### config.mk
export PLATFORM = sky130hd
export DESIGN_NAME = vaddr_adder_arbiter
export DESIGN_NICKNAME = d
export VERILOG_FILES = /design/src/rtl/vaddr_adder_arbiter.sv
export SDC_FILE = /design/constraint.sdc
export NUM_CORES = 1
export LEC_CHECK = 0
export BUFFER_PORTS_ARGS = -buffer_cell sky130_fd_sc_hd__buf_2
export CORE_AREA = 2 2 118 120
export DETAILED_ROUTE_END_ITERATION = 12
export DIE_AREA = 0 0 120 122
export GPL_TIMING_DRIVEN = 0
export MAX_ROUTING_LAYER = met4
export PLACE_DENSITY_LB_ADDON = 0.05
export SLEW_MARGIN = 15
export SYNTH_ARGS = -nofsm -noshare
export SYNTH_HDL_FRONTEND = slang
export SYNTH_SLANG_ARGS = --single-unit
### constraint.sdc
create_clock -name clk_i -period 2.7 [get_ports clk_i]
set_clock_uncertainty 0.15 [all_clocks]
set_input_delay 0 -clock clk_i [delete_from_list [all_inputs] [get_ports clk_i]]
set_output_delay 0 -clock clk_i [all_outputs]
set_load 0.03 [all_outputs]
### src/rtl/vaddr_adder_arbiter.sv
// vaddr_adder_arbiter: shares one vaddr adder between LB and SB.
// Round-robin grant, sticky while stalled, results steered by is_store.
package lsu_pkg;
  typedef logic [3:0] except_code_t;
endpackage

module vaddr_adder_arbiter
  import lsu_pkg::*;
#(
  parameter int XLEN          = 32,
  parameter int LB_IDX_LEN    = 3,
  parameter int SB_IDX_LEN    = 3,
  parameter int LDST_TYPE_LEN = 3,
  parameter int IDX_LEN       = (LB_IDX_LEN > SB_IDX_LEN) ?
                                LB_IDX_LEN : SB_IDX_LEN
) (
  input  logic                     clk_i,
  input  logic                     rst_n_i,
  input  logic                     flush_i,
  input  logic                     lb_valid_i,
  output logic                     lb_ready_o,
  input  logic [XLEN-1:0]          lb_rs1_value_i,
  input  logic [XLEN-1:0]          lb_imm_value_i,
  input  logic [LB_IDX_LEN-1:0]    lb_idx_i,
  input  logic [LDST_TYPE_LEN-1:0] lb_ldst_type_i,
  input  logic                     sb_valid_i,
  output logic                     sb_ready_o,
  input  logic [XLEN-1:0]          sb_rs1_value_i,
  input  logic [XLEN-1:0]          sb_imm_value_i,
  input  logic [SB_IDX_LEN-1:0]    sb_idx_i,
  input  logic [LDST_TYPE_LEN-1:0] sb_ldst_type_i,
  output logic                     adder_valid_o,
  input  logic                     adder_ready_i,
  output logic                     adder_is_store_o,
  output logic [XLEN-1:0]          adder_rs1_o,
  output logic [XLEN-1:0]          adder_imm_o,
  output logic [IDX_LEN-1:0]       adder_idx_o,
  output logic [LDST_TYPE_LEN-1:0] adder_ldst_type_o,
  input  logic                     adder_res_valid_i,
  output logic                     adder_res_ready_o,
  input  logic                     adder_is_store_i,
  input  logic [XLEN-1:0]          adder_vaddr_i,
  input  logic [IDX_LEN-1:0]       adder_idx_i,
  input  except_code_t             adder_except_i,
  output logic                     lb_res_valid_o,
  output logic                     sb_res_valid_o,
  input  logic                     lb_res_ready_i,
  input  logic                     sb_res_ready_i,
  output logic [XLEN-1:0]          res_vaddr_o,
  output logic [IDX_LEN-1:0]       res_idx_o,
  output except_code_t             res_except_o
);

  typedef enum logic [1:0] {
    IDLE,
    HOLD_LB,
    HOLD_SB
  } state_e;

  state_e state_q, state_d;
  logic   prio_q, prio_d;
  logic   gnt_lb, gnt_sb;
  logic   go, xfer, rsel;

  // Pick requester: sticky in HOLD_x, else single valid or prio on tie.
  always_comb begin
    gnt_lb = 1'b0;
    gnt_sb = 1'b0;
    unique case (state_q)
      HOLD_LB: gnt_lb = lb_valid_i;
      HOLD_SB: gnt_sb = sb_valid_i;
      default: begin
        if (lb_valid_i && sb_valid_i) begin
          gnt_sb = prio_q;
          gnt_lb = !prio_q;
        end else begin
          gnt_lb = lb_valid_i;
          gnt_sb = sb_valid_i;
        end
      end
    endcase
  end

  // Handshake outputs and operand mux; quiet while reset or flush.
  always_comb begin
    go                = rst_n_i & ~flush_i;
    adder_valid_o     = go & (gnt_lb | gnt_sb);
    adder_is_store_o  = go & gnt_sb;
    xfer              = adder_valid_o & adder_ready_i;
    lb_ready_o        = go & gnt_lb & adder_ready_i;
    sb_ready_o        = go & gnt_sb & adder_ready_i;
    adder_rs1_o       = gnt_sb ? sb_rs1_value_i : lb_rs1_value_i;
    adder_imm_o       = gnt_sb ? sb_imm_value_i : lb_imm_value_i;
    adder_ldst_type_o = gnt_sb ? sb_ldst_type_i : lb_ldst_type_i;
    adder_idx_o       = gnt_sb ? IDX_LEN'(sb_idx_i)
                               : IDX_LEN'(lb_idx_i);
  end

  // Steer adder results back to the issuing buffer.
  always_comb begin
    rsel              = adder_is_store_i ? sb_res_ready_i
                                         : lb_res_ready_i;
    lb_res_valid_o    = go & adder_res_valid_i & ~adder_is_store_i;
    sb_res_valid_o    = go & adder_res_valid_i & adder_is_store_i;
    adder_res_ready_o = rst_n_i & (~adder_res_valid_i | rsel);
    res_vaddr_o       = adder_vaddr_i;
    res_idx_o         = adder_idx_i;
    res_except_o      = adder_except_i;
  end

  // Next state: hold a stalled grant, rotate prio on transfer.
  always_comb begin
    state_d = IDLE;
    prio_d  = prio_q;
    if (!flush_i) begin
      if (xfer) begin
        prio_d = gnt_lb;
      end else if (gnt_lb) begin
        state_d = HOLD_LB;
      end else if (gnt_sb) begin
        state_d = HOLD_SB;
      end
    end
  end

  // State and priority registers.
  always_ff @(posedge clk_i or negedge rst_n_i) begin
    if (!rst_n_i) begin
      state_q <= IDLE;
      prio_q  <= 1'b0;
    end else begin
      state_q <= state_d;
      prio_q  <= prio_d;
    end
  end

endmodule

# Word level (Yosys, flattened, before mapping)
# Cells that the tools add are included.
# totals
in_bits	189
register_bits	3
output_inout_bits	116
# op_classes
muxes	13
n_reduce_logical	3
bitwise_logic	16
eq_ne	2
# op_table
cell	n
2-to-1 mux 32 bit	2
AND 1 bit	11
2-to-1 mux 2 bit	4
2-to-1 mux 3 bit	2
one-hot mux 1 bit (2 select lines)	2
2-to-1 mux 1 bit	3
NOT 1 bit	3
equality test 2 x 1 -> 1 bit (second input constant)	1
equality test 2 bit (second input constant)	1
bitwise OR 1 bit	2
AND reduction 2 bit	1
logical AND 1 bit	1
logical NOT 1 bit	1

# Depth between registers and ports, before layout
# depth
depth_word	8
depth_mapped	6

# Least setup slack after synthesis
# No wires, ideal clock.
# synth_timing
kind	reg-to-output
startpoint	register state_q[0]
endpoint	output port adder_imm_o[0]
t_required_ps	2550
arrival_ps	1750
setup_slack_ps	800
n_path_buf	1
stages_incl_launch_ff	7
cell_sequence	dfrtp_1 > inv_1 > ha_1 > o21ai_2 > a31oi_4 > buf_6 > mux2_2
# synth_between
elab_chain_cells	3
word_cells_on_any_way	4
classes_between	2 x eq/ne; 2 x mux
# synth_rtl
element	line_no	source
start: declaration	60	state_e state_q, state_d;
start signal: assignment	132	state_q <= state_d;
equality test 2 bit or equality test 2 x 1 -> 1 bit (tied branches)	69	unique case (state_q)
one-hot mux 1 bit (2 select lines) (*)	69	
2-to-1 mux 32 bit (*)	93	adder_imm_o = gnt_sb ? sb_imm_value_i : lb_imm_value_i;
end: declaration	36	output logic [XLEN-1:0] adder_imm_o,
# Mark *: on every way between the ends. The rest lies on a longest branch, timed or not.

# Final worst setup path
# layout_timing
startpoint	register state_q[1]
endpoint	output port adder_imm_o[12]
# Same word-level chain as after synthesis.

==> flow_summary_export.csv <==
group,metric,value,unit
status,run_status,"completed",
setup_path,worst_path_max_delay_cell,"sky130_fd_sc_hd__a31oi_4",
cells_and_area,nFillCells,1532,
synthesis,netlist_instances,144,
synthesis,ys_seq_area_share,5.31,%
cells_and_area,finish.cell_count_without_fillers,597,
clock_network,tritoncts_num_sinks,3,
synthesis,postSynthRegisterBits,3,
pwr,power.switching,0.000651,W
placed_design,placedCellCount,589,
setup_path,crit-reg2reg-capture,"state_q[1]",
sta,setup_repair_after_global_routing_missed_its_margin,"no",
clock_network,source_to_sink_clock_delay_at_the_later_pin_of_the_worst_skew_pair,0.22,ns
setup_path,setup.worst_path.start,"state_q[1]",
cells_and_area,nets,609,
pwr,power.internal,0.000681,W
cells_and_area,area_growth_syn_to_layout,118,%
setup_path,ordered_cell_list_for_the_critical_path,"ha_1, o21ai_2, a31oi_4, buf_6, mux2_2, buf_2",
pwr,static-leakage-power,1.71,nW
pwr,ir_drop,0.000113,V
clock_network,cts.reportedPaths.clkPinSlew,0.03,ns
clock_network,h-tree-depth,1,
clock_network,cts.root.buffer_cell,"sky130_fd_sc_hd__clkbuf_16",
hold_path,timing.hold.worst_path_depth,3,
clock_network,cts_tree,"built",
global_route,gr-total-overflow,0,
floorplan,floorplan.die.width,120,um
setup_path,crit_family,"compound AO/OA/AOI/OAI gates",
synthesis,ys_types,22,
hold_path,worst_hold_path_type,"in2reg",
routing,dr_total_vias,2077,
floorplan,design.die.area,14600,sq um
setup_path,timing.critical_path.slowest_cell_delay,0.43,ns
routing,ant_nets,0,
routing,route.final.wire_length,7.65,mm
routing,mean_number_of_vias_per_cell,3.48,
routing,drt-initial-drc-count,23,
global_route,grt.total_usage,8.99,%
synthesis,post_synth_instance_area,1420,sq um
clock_network,tritoncts.num_buffers,3,
synthesis,yosys_most_used_dff,"sky130_fd_sc_hd__dfrtp_1",
setup_path,cp.depth,6,
setup_path,buffer_and_inverter_count_on_the_worst_path,2,
setup_path,worst_ep_required_time,2.55,ns
placed_design,dp.final_hpwl,6.99,mm
routing,detail_route.wl_per_cell,12.8,um
cells_and_area,final_area,3090,sq um
placed_design,port-buffer-count,265,
sta,post-route-min-period,2.48,ns
pwr,p_seq_share,4.3,%
placed_design,placement.cell_area,2970,sq um
sta,fmax,0.404,GHz
cells_and_area,post_route_cells_drive_above_1_share,92.8,%
hold_path,holdCritStartpoint,"flush_i",
pwr,power.share.clock,17.6,%
routing,drt_drc,0,
sta,timing_hold_violations_final,0,
synthesis,yosys.area.top_type_share,55.7,%
pwr,power_density,432,nW/um^2
synthesis,yosys.cell_count.top_type,"sky130_fd_sc_hd__mux2_2",
synthesis,ranking_of_synthesized_cells_by_instance_count,"sky130_fd_sc_hd__mux2_2, sky130_fd_sc_hd__buf_4, sky130_fd_sc_hd__buf_6",
cells_and_area,n_antenna_cell,0,
global_route,global_route_wire_length_before_repair,10.2,mm
sta,post-route-period-util,91.8,%
setup_path,critical_path_arrival,2.33,ns
synthesis,synth_edf_count,0,
setup_path,r2r.worst_path.cells,5,
synthesis,synthesis.nets,335,
synthesis,async_reset_ff_share,100,%
setup_path,critPathCaptureType,"output pin",
run,max-cap-violations,0,
clock_network,clockBufferDepth,2,
synthesis,synth.yosys.warnings,0,
pwr,power.share.switching,48.9,%
floorplan,io_pins,305,
floorplan,die_height,122,um
setup_path,timing.critical_path.to,"adder_imm_o[12]",
floorplan,core_area,13500,sq um
global_route,largest_net_degree_at_the_start_of_global_routing,11,
sta,finalSetupTns,0,ns
global_route,first_global_vias,1852,
synthesis,cell_accounting_for_the_most_synthesized_area,"sky130_fd_sc_hd__mux2_2",
sta,final-setup-viol-count,0,
setup_path,timing.rr.start,"state_q[1]",
setup_path,crit_fanout,10,
sta,worst_slew_margin_rel,67.4,%
routing,drt_pre_antenna_iters,4,
sta,final-max-slew-violation-count,0,
setup_path,regToRegSetupSlack,0.78,ns
pwr,comb_power_share,78.1,%
sta,worst_pin_slew,0.489,ns
synthesis,synth.area.top_cells,"sky130_fd_sc_hd__mux2_2, sky130_fd_sc_hd__buf_4, sky130_fd_sc_hd__buf_6",
setup_path,worstSetupStartpointType,"flip-flop",
floorplan,start_util,10.5,%
synthesis,postSynthAreaPerCell,9.83,sq um
floorplan,row_count,43,
global_route,antenna_violations_before_repair,0,
setup_path,critical_path_class,"reg2out",
clock_network,postCtsSetupRepairBufs,0,
placed_design,routabilityCongestion,0.702,
## power groups by stage
stage                     sequential, W  combinational (W)  clock [W]
after global routing          0.0000583            0.00111   0.000244
final                         0.0000569            0.00104   0.000235
after detailed placement      0.0000577            0.00105          0
after global placement        0.0000577            0.00106          0
after CTS                     0.0000571            0.00106   0.000238
after floorplan               0.0000564           0.000735          0
## metrics by stage
step | setup WS, ns | hold slack (ns) | util, % | total power (W)
finish | 0.222 | 0.00921 | 22.8 | 0.00133
global route | 0.0688 | 0.0442 | 22.8 | 0.00141
CTS | 0.166 | 0.00468 | 22.8 | 0.00135
detailed placement | 0.356 | -0.310 | 22.0 | 0.00111
global placement | 0.434 | -0.308 | 22.0 | 0.00112
floorplan | 0.800 | -0.446 | - | 0.000792
## worst register-to-register path, cell delays in order, from the launching register on
cell and delay (ns):
sky130_fd_sc_hd__dfrtp_1 0.37, sky130_fd_sc_hd__ha_1 0.40, sky130_fd_sc_hd__o21ai_2 0.12, sky130_fd_sc_hd__a31oi_4 0.43
sky130_fd_sc_hd__buf_6 0.22, sky130_fd_sc_hd__and3_1 0.16
## layer usage
metal  track usage, %  vias up  part of all wire [%]
li1                 -     1018                     -
met5                -        -                     0
met4             1.10        0                  0.30
met2             18.3      154                    57
met3             2.20        3                    11
met1             8.73      902                    31
## cell type report
type	instances	area [sq um]	share of cell area [%]
repair buffers	269	1370	44.3
multi-input cells	92	957	31.0
plain buffers	46	372	12.0
well taps	180	225	7.30
clock buffers	4	78.8	2.55
flip-flops and latches	3	75.1	2.43
inverters	3	11.3	0.365
## registers in the layout, indices dropped and copies added (netlist names)
name / cells
prio_q: 1
state_q: 2
## layout by cell type, fill, tap and decap left out, types with 2 or more instances in the layout
cell and n:
sky130_fd_sc_hd__inv_1 3, sky130_fd_sc_hd__buf_6 7, sky130_fd_sc_hd__buf_4 39, sky130_fd_sc_hd__nor2_1 3
sky130_fd_sc_hd__ha_1 2, sky130_fd_sc_hd__mux2_2 70, sky130_fd_sc_hd__o21ai_0 2, sky130_fd_sc_hd__a21oi_1 2
sky130_fd_sc_hd__buf_2 265, sky130_fd_sc_hd__dfrtp_1 3, sky130_fd_sc_hd__dlygate4sd3_1 4, sky130_fd_sc_hd__clkbuf_16 3
## worst min-delay path by stage
| stage | endpoint | slack [ns] |
|---|---|---|
| 6_report | state_q[1] | 0.009 |
| 5_1_grt | state_q[1] | 0.04 |
| 4_1_cts | state_q[1] | 0.005 |
| 3_5_place_dp | state_q[1] | -0.31 |
| 3_3_place_gp | state_q[0] | -0.31 |
| 2_1_floorplan | prio_q | -0.45 |
## cells by family after synthesis
kind of cell	after synthesis	synth area share, %
mux	71	56.4
buf+inv	49	27.1
simple gates	10	4.24
compound gates	9	5.22
flops	3	5.30
fa+ha+maj	2	1.77
## repair_timing
action	CTS	global route
endpoints found under the hold margin	5	0
gates resized for setup	0	0
hold buffers	4	0
setup endpoints to repair	0	0
No activity file was read; power rests on OpenSTA's default activity.
